**src/rtl/ball_motion.sv**
```systemverilog
// Ball motion engine: serve/fly/lost life cycle, bounce-driven reflection
// and per-tick position update with playfield saturation.
module ball_motion #(
    parameter int unsigned RADIUS  = 4,
    parameter int unsigned SPEED   = 2,
    parameter int unsigned SERVE_Y = 436,
    parameter int unsigned BOTTOM  = 479,
    parameter int unsigned MAX_X   = 639
) (
    input  logic       clk,
    input  logic       rst_n,
    input  logic       tick,
    input  logic       launch,
    input  logic [9:0] paddle_x,
    input  logic       bounced,
    input  logic [1:0] direction,
    output logic [9:0] b_x,
    output logic [9:0] b_y,
    output logic [5:0] b_radius,
    output logic       moving,
    output logic       hit,
    output logic       lost
);

    localparam int unsigned XW = 10;
    localparam int unsigned AW = 11;

    localparam logic [1:0] S_HOLD = 2'd0;
    localparam logic [1:0] S_FLY  = 2'd1;
    localparam logic [1:0] S_LOST = 2'd2;

    // Pending flag bit positions follow the direction encoding
    localparam int unsigned P_UP = 0;
    localparam int unsigned P_RT = 1;
    localparam int unsigned P_DN = 2;
    localparam int unsigned P_LT = 3;

    localparam logic [AW-1:0] C_SPEED  = AW'(SPEED);
    localparam logic [AW-1:0] C_RADIUS = AW'(RADIUS);
    localparam logic [AW-1:0] C_XMAX   = AW'(MAX_X - RADIUS);
    localparam logic [AW-1:0] C_BOTTOM = AW'(BOTTOM);
    localparam logic [XW-1:0] C_X_RST  = XW'(320);
    localparam logic [XW-1:0] C_SERVE  = XW'(SERVE_Y);
    localparam logic [XW-1:0] C_BOT_XW = XW'(BOTTOM);

    logic [1:0]    r_state;
    logic [XW-1:0] r_x;
    logic [XW-1:0] r_y;
    logic          r_sx;
    logic          r_sy;
    logic [3:0]    r_pend;
    logic          r_moving;
    logic          r_hit;
    logic          r_lost;

    logic [1:0]    w_state_nx;
    logic [XW-1:0] w_x_nx;
    logic [XW-1:0] w_y_nx;
    logic          w_sx_nx;
    logic          w_sy_nx;
    logic [3:0]    w_pend_nx;
    logic          w_hit_nx;
    logic          w_lost_nx;

    logic [3:0]    w_pend_now;
    logic          w_sx_upd;
    logic          w_sy_upd;
    logic [AW-1:0] w_x_raw;
    logic [AW-1:0] w_y_raw;
    logic [XW-1:0] w_x_new;
    logic [AW-1:0] w_y_new;

    // Pending reflections including a bounce seen on this very cycle
    always_comb begin
        w_pend_now = r_pend;
        if (bounced) begin
            w_pend_now[direction] = 1'b1;
        end
    end

    // Signs after reflection: opposite flags on one axis cancel out
    always_comb begin
        w_sx_upd = r_sx;
        w_sy_upd = r_sy;
        if (w_pend_now[P_LT] && !w_pend_now[P_RT]) begin
            w_sx_upd = 1'b0;
        end else if (w_pend_now[P_RT] && !w_pend_now[P_LT]) begin
            w_sx_upd = 1'b1;
        end
        if (w_pend_now[P_UP] && !w_pend_now[P_DN]) begin
            w_sy_upd = 1'b0;
        end else if (w_pend_now[P_DN] && !w_pend_now[P_UP]) begin
            w_sy_upd = 1'b1;
        end
    end

    // 11-bit step so that a wrap below zero shows up in the top bit
    always_comb begin
        w_x_raw = w_sx_upd ? (AW'(r_x) + C_SPEED) : (AW'(r_x) - C_SPEED);
        w_y_raw = w_sy_upd ? (AW'(r_y) + C_SPEED) : (AW'(r_y) - C_SPEED);

        if ((!w_sx_upd && w_x_raw[AW-1]) || (w_x_raw < C_RADIUS)) begin
            w_x_new = XW'(C_RADIUS);
        end else if (w_x_raw > C_XMAX) begin
            w_x_new = XW'(C_XMAX);
        end else begin
            w_x_new = w_x_raw[XW-1:0];
        end

        if ((!w_sy_upd && w_y_raw[AW-1]) || (w_y_raw < C_RADIUS)) begin
            w_y_new = C_RADIUS;
        end else begin
            w_y_new = w_y_raw;
        end
    end

    // Next-state and next-output logic
    always_comb begin
        w_state_nx = r_state;
        w_x_nx     = r_x;
        w_y_nx     = r_y;
        w_sx_nx    = r_sx;
        w_sy_nx    = r_sy;
        w_pend_nx  = r_pend;
        w_hit_nx   = 1'b0;
        w_lost_nx  = 1'b0;

        case (r_state)
            S_HOLD: begin
                w_pend_nx = 4'b0;
                w_y_nx    = C_SERVE;
                if (tick) begin
                    w_x_nx = paddle_x;
                end
                if (launch) begin
                    w_state_nx = S_FLY;
                    w_sx_nx    = 1'b1;
                    w_sy_nx    = 1'b0;
                end
            end
            S_FLY: begin
                w_pend_nx = w_pend_now;
                if (tick) begin
                    w_sx_nx   = w_sx_upd;
                    w_sy_nx   = w_sy_upd;
                    w_hit_nx  = |w_pend_now;
                    w_pend_nx = 4'b0;
                    w_x_nx    = w_x_new;
                    if (w_y_new >= C_BOTTOM) begin
                        w_y_nx     = C_BOT_XW;
                        w_state_nx = S_LOST;
                        w_lost_nx  = 1'b1;
                    end else begin
                        w_y_nx = w_y_new[XW-1:0];
                    end
                end
            end
            S_LOST: begin
                w_pend_nx = 4'b0;
                if (launch) begin
                    w_state_nx = S_HOLD;
                    w_x_nx     = paddle_x;
                    w_y_nx     = C_SERVE;
                end
            end
            default: begin
                w_state_nx = S_HOLD;
                w_pend_nx  = 4'b0;
            end
        endcase
    end

    // State and output registers
    always_ff @(posedge clk or negedge rst_n) begin
        if (!rst_n) begin
            r_state  <= S_HOLD;
            r_x      <= C_X_RST;
            r_y      <= C_SERVE;
            r_sx     <= 1'b1;
            r_sy     <= 1'b0;
            r_pend   <= 4'b0;
            r_moving <= 1'b0;
            r_hit    <= 1'b0;
            r_lost   <= 1'b0;
        end else begin
            r_state  <= w_state_nx;
            r_x      <= w_x_nx;
            r_y      <= w_y_nx;
            r_sx     <= w_sx_nx;
            r_sy     <= w_sy_nx;
            r_pend   <= w_pend_nx;
            r_moving <= (w_state_nx == S_FLY);
            r_hit    <= w_hit_nx;
            r_lost   <= w_lost_nx;
        end
    end

    assign b_x      = r_x;
    assign b_y      = r_y;
    assign b_radius = 6'(RADIUS);
    assign moving   = r_moving;
    assign hit      = r_hit;
    assign lost     = r_lost;

endmodule
```
**config.mk**
```make
export PLATFORM = sky130hd
export DESIGN_NAME = ball_motion
export DESIGN_NICKNAME = d
export VERILOG_FILES = /design/src/rtl/ball_motion.sv
export SDC_FILE = /design/constraint.sdc
export NUM_CORES = 1
export LEC_CHECK = 0
export CAP_MARGIN = 0
export CORE_ASPECT_RATIO = 0.9
export CORE_MARGIN = 4
export CORE_UTILIZATION = 45
export DETAILED_ROUTE_END_ITERATION = 8
export GPL_ROUTABILITY_DRIVEN = 0
export PLACE_DENSITY = 0.68
export SLEW_MARGIN = 5
export SYNTH_ARGS = -nofsm -noshare
export SYNTH_HDL_FRONTEND = slang
export SYNTH_SLANG_ARGS = --single-unit
```
**constraint.sdc**
```tcl
create_clock -name clk -period 4.5 [get_ports clk]
set_clock_uncertainty 0.1 [all_clocks]
set_input_delay 0.9 -clock clk [delete_from_list [all_inputs] [get_ports clk]]
set_output_delay 0.9 -clock clk [all_outputs]
set_load 0.01 [all_outputs]
```
==> results.md, run 1 <==
- Most frequent cells in the layout: buf_4 (42), clkdlybuf4s50_1 (39), a21oi_1 (25)
- First-pass GRT wire length: ~12,000 um
- Number of DRC markers in iteration 0: ~150
- CP max-delay cell: o311ai_0
- Worst setup path class: in2reg
- Pwr per Cell Area: between 800 and 900 nW/um^2
- Crit. path cell count: 14
- Sink Count: 31
- Crit path max-delay family: compound AO/OA/AOI/OAI gates
- Asr flop ratio synth: 1.000
- Number of enable flip-flop cells after synthesis: 0
- Placed cell count: 440
- ANT nets after route: 0
- Die width: 88.72 um
- Final min period: between 4000 and 5000 ps
- Total negative slack: 0 ps
- Cell count after synthesis: approximately 300
- Synth Area per Inst: ~9 sq um
- Adder and majority cell fraction of the synthesized area: 0.1053
- Max-cap violations: 0
- Clk root buf: clkbuf_8
- Final setup viols: 0
- Pleak: 0.001530 uW
- Most frequent cell on the critical path: nand2_1
- Buffer and inverter count on the worst path: 2
- Final nets: between 400 and 500
- GRT Overall Usage: 0.2071
- Final period util: 0.9484
- Worst-path clk slew: ~70 ps
- H-tree lvl count: 2
- HPWL Detailed: between 5000 and 6000 um
- Die Y-Extent: ~81 um
- Max FO, Critical Path: 7
- Worst Hold Class: reg2reg
- Post-synthesis compound-gate area fraction: 0.2992
- DRC violations left: 0
- Largest family of logic cells by synthesized area: compound AO/OA/AOI/OAI gates
- Die footprint: 7155 sq um
- Post-synthesis mux area share: 0.003793
- Dpl ws: -154.5 ps
- DR vias/cell: 5.757
- Most common cell after layout, fill and taps aside: buf_4
- Mapped cell area: between 2000 and 3000 sq um
- CTS Buf Count: 5
- Post-synthesis simple-gate area fraction: 0.2044
- Top_reg_cell synth: dfrtp_1
- Critical Path AT: roughly 4400 ps
- CTS tree: done
- Later-pin clock latency in the skew report: 290 ps
- Largest net degree at the start of global routing: 32
- Drt total wl: 7078 um
- Seq/Total Area, Yosys: 0.2978
- I/O pins: 46
- CP startpoint kind: input pin
- DR WL/cell: ~16 um
- Share of post-route cells with drive strength above 1: 0.2169
- Total gr overflow: 0
- Ys Warns: 0
- Post-cts hold buffer count: 0
- Max incr delay on CP: 600 ps
- Non-filler cells, final: between 400 and 500
- Placeable Area: approximately 5700 sq um
- Total power: slightly above 3000 uW
- Row cnt: 26
- Largest vdd supply drop: about 0.0004 V
- Critical Path Sink Type: flip-flop
- XOR/XNOR Fraction of Synth Area: 0.02987
- Worst path required time: 4600 ps
- Fin. Hold Viols: 0
- Worst hold path depth: 2
- Fmax: 234.3 MHz
- Antenna diode count: 0
- Seq cells post-synth: 31
- Initial Util: 0.4635
- Final Max Slew Viols: 0
- Initial antenna violation count: 0
- DP Area: 3361 sq um
- CTS Buffer Depth: 2
- Slew headroom: 0.5223
- Vias in the first global route: around 2,400
- Via count: around 2,600
- Fin worst setup slack: about 230 ps
- Critical-path cell list: clkdlybuf4s50_1 -> nor2b_1 -> nor3_1 -> a21o_1 -> a31o_2 -> ha_1 -> buf_4 -> nand2_1 -> o21a_1 -> o311ai_0 -> nand2_1 -> o31ai_4 -> nand2_1 -> a22oi_1
- First-pass DRT Iterations: 5
- Cell area after layout: 3493 sq um
- Layout area overhead: 32.38%
- R2r worst-path depth: 14
- Status: complete, no violations
- Worst-Margin Slew: 707.6 ps
- Port-buffer cells: 39
- Number of distinct library cells after synthesis: between 70 and 80
## state kept, by name, indices dropped and copies added, names as in the netlist
name,flops
r_state,2
r_pend,4
r_sx,1
hit,1
lost,1
b_y,10
b_x,10
r_sy,1
moving,1
## final cells by class
type | count | area [sq um]
Clock buffer | 6 | 82.58
Clock inverter | 2 | 35.03
Fill cell | 524 | 2200
Inverter | 17 | 63.81
Multi-Input combinational cell | 241 | 1733
Sequential cell | 31 | 785.8
Tap cell | 70 | 87.58
Timing Repair Buffer | 81 | 705.7
## worst reg2reg max path, delay by kind of cell, from the launching register on
kind | cells | cell delay (ps)
compound gates | 6 | 1320
simple gates | 4 | 610
fa+ha+maj | 2 | 570
flops | 1 | 590
buf+inv | 2 | 270
## per-stage QoR
step	utilization	hold WS, ps
4_1_cts	0.6110	421.1
5_1_grt	0.6136	454.3
2_1_floorplan	-	396.1
3_3_place_gp	0.5903	413.7
6_report	0.6136	420.6
3_5_place_dp	0.5903	411.8
## worst paths after layout
check                                         from                   end  slack [ps]
worst max-delay path                       bounced  r_state[1]$_DFF_PN0_         230
worst min-delay path            b_y[7]$_DFFE_PN1P_    b_y[7]$_DFFE_PN1P_         420
worst max register to register    r_sx$_DFFE_PN1P_    b_x[2]$_DFFE_PN0P_         930
worst min register to register  b_y[7]$_DFFE_PN1P_    b_y[7]$_DFFE_PN1P_         420
max in group asynchronous                    rst_n    b_y[2]$_DFFE_PN1P_        3050
min in group asynchronous                    rst_n    b_y[6]$_DFFE_PN0P_         910
## power by group
group          leakage, uW  switching (uW)  internal (uW)
Sequential        0.000376             110            398
Combinational      0.00109            1200           1130
Clock            0.0000612             107            179
## cell usage after synthesis (7+ instances only)
master / n / area, sq um
a21oi_1: 25 / 125.1
and3_1: 7 / 43.79
dfrtp_1: 23 / 575.6
dfstp_2: 8 / 210.2
ha_1: 19 / 237.7
inv_1: 17 / 63.81
nand2_1: 19 / 71.32
nand3_1: 7 / 35.03
nor2_1: 21 / 78.83
nor2b_1: 7 / 43.79
nor3_1: 9 / 45.04
o21a_1: 7 / 52.55
o21ai_0: 11 / 55.05
## per-layer routing
metal,track usage,part of all wire,vias up
met5,0,0,-
met4,0.05438,0.012,0
met3,0.03590,0.055,9
met2,0.2901,0.42,78
met1,0.3210,0.52,1227
li1,-,-,1265
## cell families (layout without fill, tap and decap cells)
family	Yosys count	count (layout)
xor gates and xnor gates	9	9
and+or+nand+nor	98	98
muxes	1	1
buffers and inverters	31	106
AOI/OAI and AO/OA	106	106
adders and majority gates	21	21
DFF	31	31
other	2	6
## timing repair
item	CTS	global route
setup endpoints to repair	0	9
gates resized for setup	0	5
setup buffers	0	0
No activity file was read; power rests on OpenSTA's default activity.
==> run 2, diff against run 1 <==
Settings changed: MAX_ROUTING_LAYER set to met4, PLACE_DENSITY 0.68 to 0.7.
Clock period 4.5 ns to 3.8 ns, I/O delays scaled along.
==> run 2 against run 1 <==
Compared with the run above: clock-buffer cell count is the same; routed wire length grew 7.0%; sequential cell count is the same; final cell count grew 6.7%; critical path type unchanged; setup slack lost 100 ps; critical path depth grew 1; first-iteration DRC count grew 40%.
==> results.md, run 2 (synthesized netlist as in run 1, its figures left out) <==
- Critical Path AT: 3750 ps (was 4370 ps)
- Worst path required time: 3880 ps (was 4600 ps)
- Switching power: 1891 uW (was 1413 uW)
- R2R Setup Slk: 230 ps (was 930 ps)
- First-pass GRT wire length: 12,260 um (was 11,700 um)
- Final setup viols: 0 (unchanged)
- CP max-delay cell: a2111oi_4 (was o311ai_0)
- Buffer and inverter count on the worst path: 3 (was 2)
- Port-buffer cells: 39 (unchanged)
- CTS Buf Count: 5 (unchanged)
- Max incr delay on CP: 390 ps (was 600 ps)
- GRT Overall Usage: 0.2233 (was 0.2071)
- Switching fraction of total power: 0.4427 (was 0.4533)
- CP startpoint kind: input pin (unchanged)
- Hold worst-path end: b_y[7]$_DFFE_PN1P_ (unchanged)
- Reg2reg start: r_sx$_DFFE_PN1P_ (unchanged)
- Cell area after layout: 3884 sq um (was 3493 sq um)
- Vias in the first global route: 2,643 (was 2,399)
- Worst-Margin Slew: 678.5 ps (was 707.6 ps)
- Later-pin clock latency in the skew report: 290 ps (about the same)
- DP Area: 3557 sq um (was 3361 sq um)
- HPWL Detailed: 5687 um (was 5583 um)
- CTS Buffer Depth: 2 (unchanged)
- Total negative slack: 0 ps (unchanged)
- Largest vdd supply drop: 0.0005007 V (was 0.0003955 V)
- Die footprint: 7155 sq um (unchanged)
- Layout area overhead: 47.18% (was 32.38%)
- Min-delay src: b_y[7]$_DFFE_PN1P_ (unchanged)
- Final Max Slew Viols: 0 (unchanged)
- Most frequent cell on the critical path: ha_4 (was nand2_1)
- Worst hold path depth: 2 (unchanged)
- Pleak: 0.001691 uW (was 0.001530 uW)
- Clock power frac: 0.080 (was 0.092)
- Status: complete, no violations (unchanged)
- Total gr overflow: 0 (unchanged)
- Crit path max-delay family: compound AO/OA/AOI/OAI gates (unchanged)
- ANT nets after route: 0 (unchanged)
- Critical-path cell list: clkbuf_2 -> a221oi_2 -> nor3_2 -> inv_2 -> ha_4 -> a2111oi_4 -> o21ai_2 -> a31o_2 -> a21oi_2 -> ha_4 -> and4b_4 -> buf_4 -> a21boi_4 -> nor2_1 -> o221a_1 (was clkdlybuf4s50_1 -> nor2b_1 -> nor3_1 -> a21o_1 -> a31o_2 -> ha_1 -> buf_4 -> nand2_1 -> o21a_1 -> o311ai_0 -> nand2_1 -> o31ai_4 -> nand2_1 -> a22oi_1)
- Initial Util: 0.4635 (unchanged)
- Cell Int Power: 2380 uW (was 1704 uW)
- Placeable Area: 5693 sq um (unchanged)
- Final period util: 0.9651
- Max FO, Critical Path: 7 (unchanged)
- Total power: 4271 uW (was 3117 uW)
- Drt total wl: 7572 um (was 7078 um)
- Most frequent cells in the layout: buf_4 (70), clkdlybuf4s50_1 (36), dfrtp_1 (23) (was buf_4 (42), clkdlybuf4s50_1 (39), a21oi_1 (25))
- Worst Hold Class: reg2reg (unchanged)
- Number of DRC markers in iteration 0: 203 (was 145)
- H-tree lvl count: 2 (unchanged)
- DR WL/cell: 15.84 um (was 15.80 um)
- Worst-path clk slew: 70 ps (about the same)
- Max-cap violations: 0 (unchanged)
- Final min period: 3667 ps
- Core Util, Final: 0.6822 (was 0.6136)
- Via count: 2,731 (was 2,579)
- Worst setup path class: in2reg (unchanged)
- Critical Path Sink Type: flip-flop (unchanged)
- Fmax: 272.7 MHz
- Flop pwr share: 0.144 (was 0.163)
- DR vias/cell: 5.713 (was 5.757)
- Hold Slack: 427.9 ps (was 420.6 ps)
- Die width: 88.72 um (unchanged)
- Fin. Hold Viols: 0 (unchanged)
- R2r worst-path depth: 16 (was 14)
- Initial antenna violation count: 0 (unchanged)
- Die Y-Extent: 80.65 um (unchanged)
- Slew headroom: 0.5477 (was 0.5223)
- First-pass DRT Iterations: 4 (was 5)
- Antenna diode count: 0 (unchanged)
- CTS tree: done (unchanged)
- RSZ-0062 raised after global routing: no
- DRC violations left: 0 (unchanged)
- Sink Count: 31 (unchanged)
- Pwr per Cell Area: 1100 nW/um^2 (was 892.3 nW/um^2)
- RR Endpoint: b_x[2]$_DFFE_PN0P_ (unchanged)
- Final nets: 445 (was 415)
- Clk root buf: clkbuf_8 (unchanged)
- Share of post-route cells with drive strength above 1: 0.3358 (was 0.2169)
- Row cnt: 26 (unchanged)
- Largest net degree at the start of global routing: 32 (unchanged)
- I/O pins: 46 (unchanged)
- Most common cell after layout, fill and taps aside: buf_4 (unchanged)
- Gate power share: 0.777 (was 0.745)
-- run 2: layer usage --
layer,vias up,GRT usage,part of all wire
met5,-,-,0
met4,0,0.04683,0.0098
met3,9,0.04513,0.049
met2,83,0.3323,0.44
met1,1306,0.3136,0.50
li1,1333,-,-
-- run 2: how the worst max path moves through the flow --
stage | start | endpoint | slack, ps | cells past startpoint
final | direction[0] | b_x[2]$_DFFE_PN0P_ | 130 | 15
after global routing | direction[0] | b_x[2]$_DFFE_PN0P_ | 7 | 15
after CTS | bounced | b_x[2]$_DFFE_PN0P_ | 10 | 15
after detailed placement | direction[0] | b_x[2]$_DFFE_PN0P_ | -900 | 14
after global placement | direction[0] | b_x[2]$_DFFE_PN0P_ | -930 | 14
after floorplan | bounced | b_y[2]$_DFFE_PN1P_ | 8 | 16
-- run 2: repair_timing --
item / 4_1_cts / 5_1_grt
setup buffers: 2 / 3
hold buffers: 0 / 0
endpoints found under the setup margin: 23 / 22
pin swaps: 5 / 11
gates resized for setup: 29 / 14
-- run 2: metrics by stage --
stage               instances  setup WS [ps]
floorplan                 303          7.636
global placement          465         -933.6
detailed placement        465         -900.9
CTS                       475          12.79
global route              478          6.623
finish                    478          132.7
-- run 2: cell type report --
type | count | area [sq um]
multi-input cells | 241 | 1906
well taps | 70 | 87.58
clock buffers | 6 | 82.58
clock inverters | 2 | 35.03
fillers | 443 | 1809
inverters | 17 | 63.81
repair buffers | 111 | 923.4
flip-flops and latches | 31 | 785.8
-- run 2: tightest hold or removal path, stage by stage, from the launching register on --
cell	delay (ps)
dfstp_2	390
nor2_1	100
nor2_1	50
-- run 2: power groups by stage --
| stage | combinational [uW] | clock [uW] | sequential, uW |
|---|---|---|---|
| after floorplan | 1770 | 0 | 605 |
| after global placement | 2940 | 0 | 604 |
| after detailed placement | 2980 | 0 | 607 |
| after CTS | 3200 | 343 | 615 |
| after global routing | 3600 | 360 | 633 |
| final | 3320 | 340 | 614 |
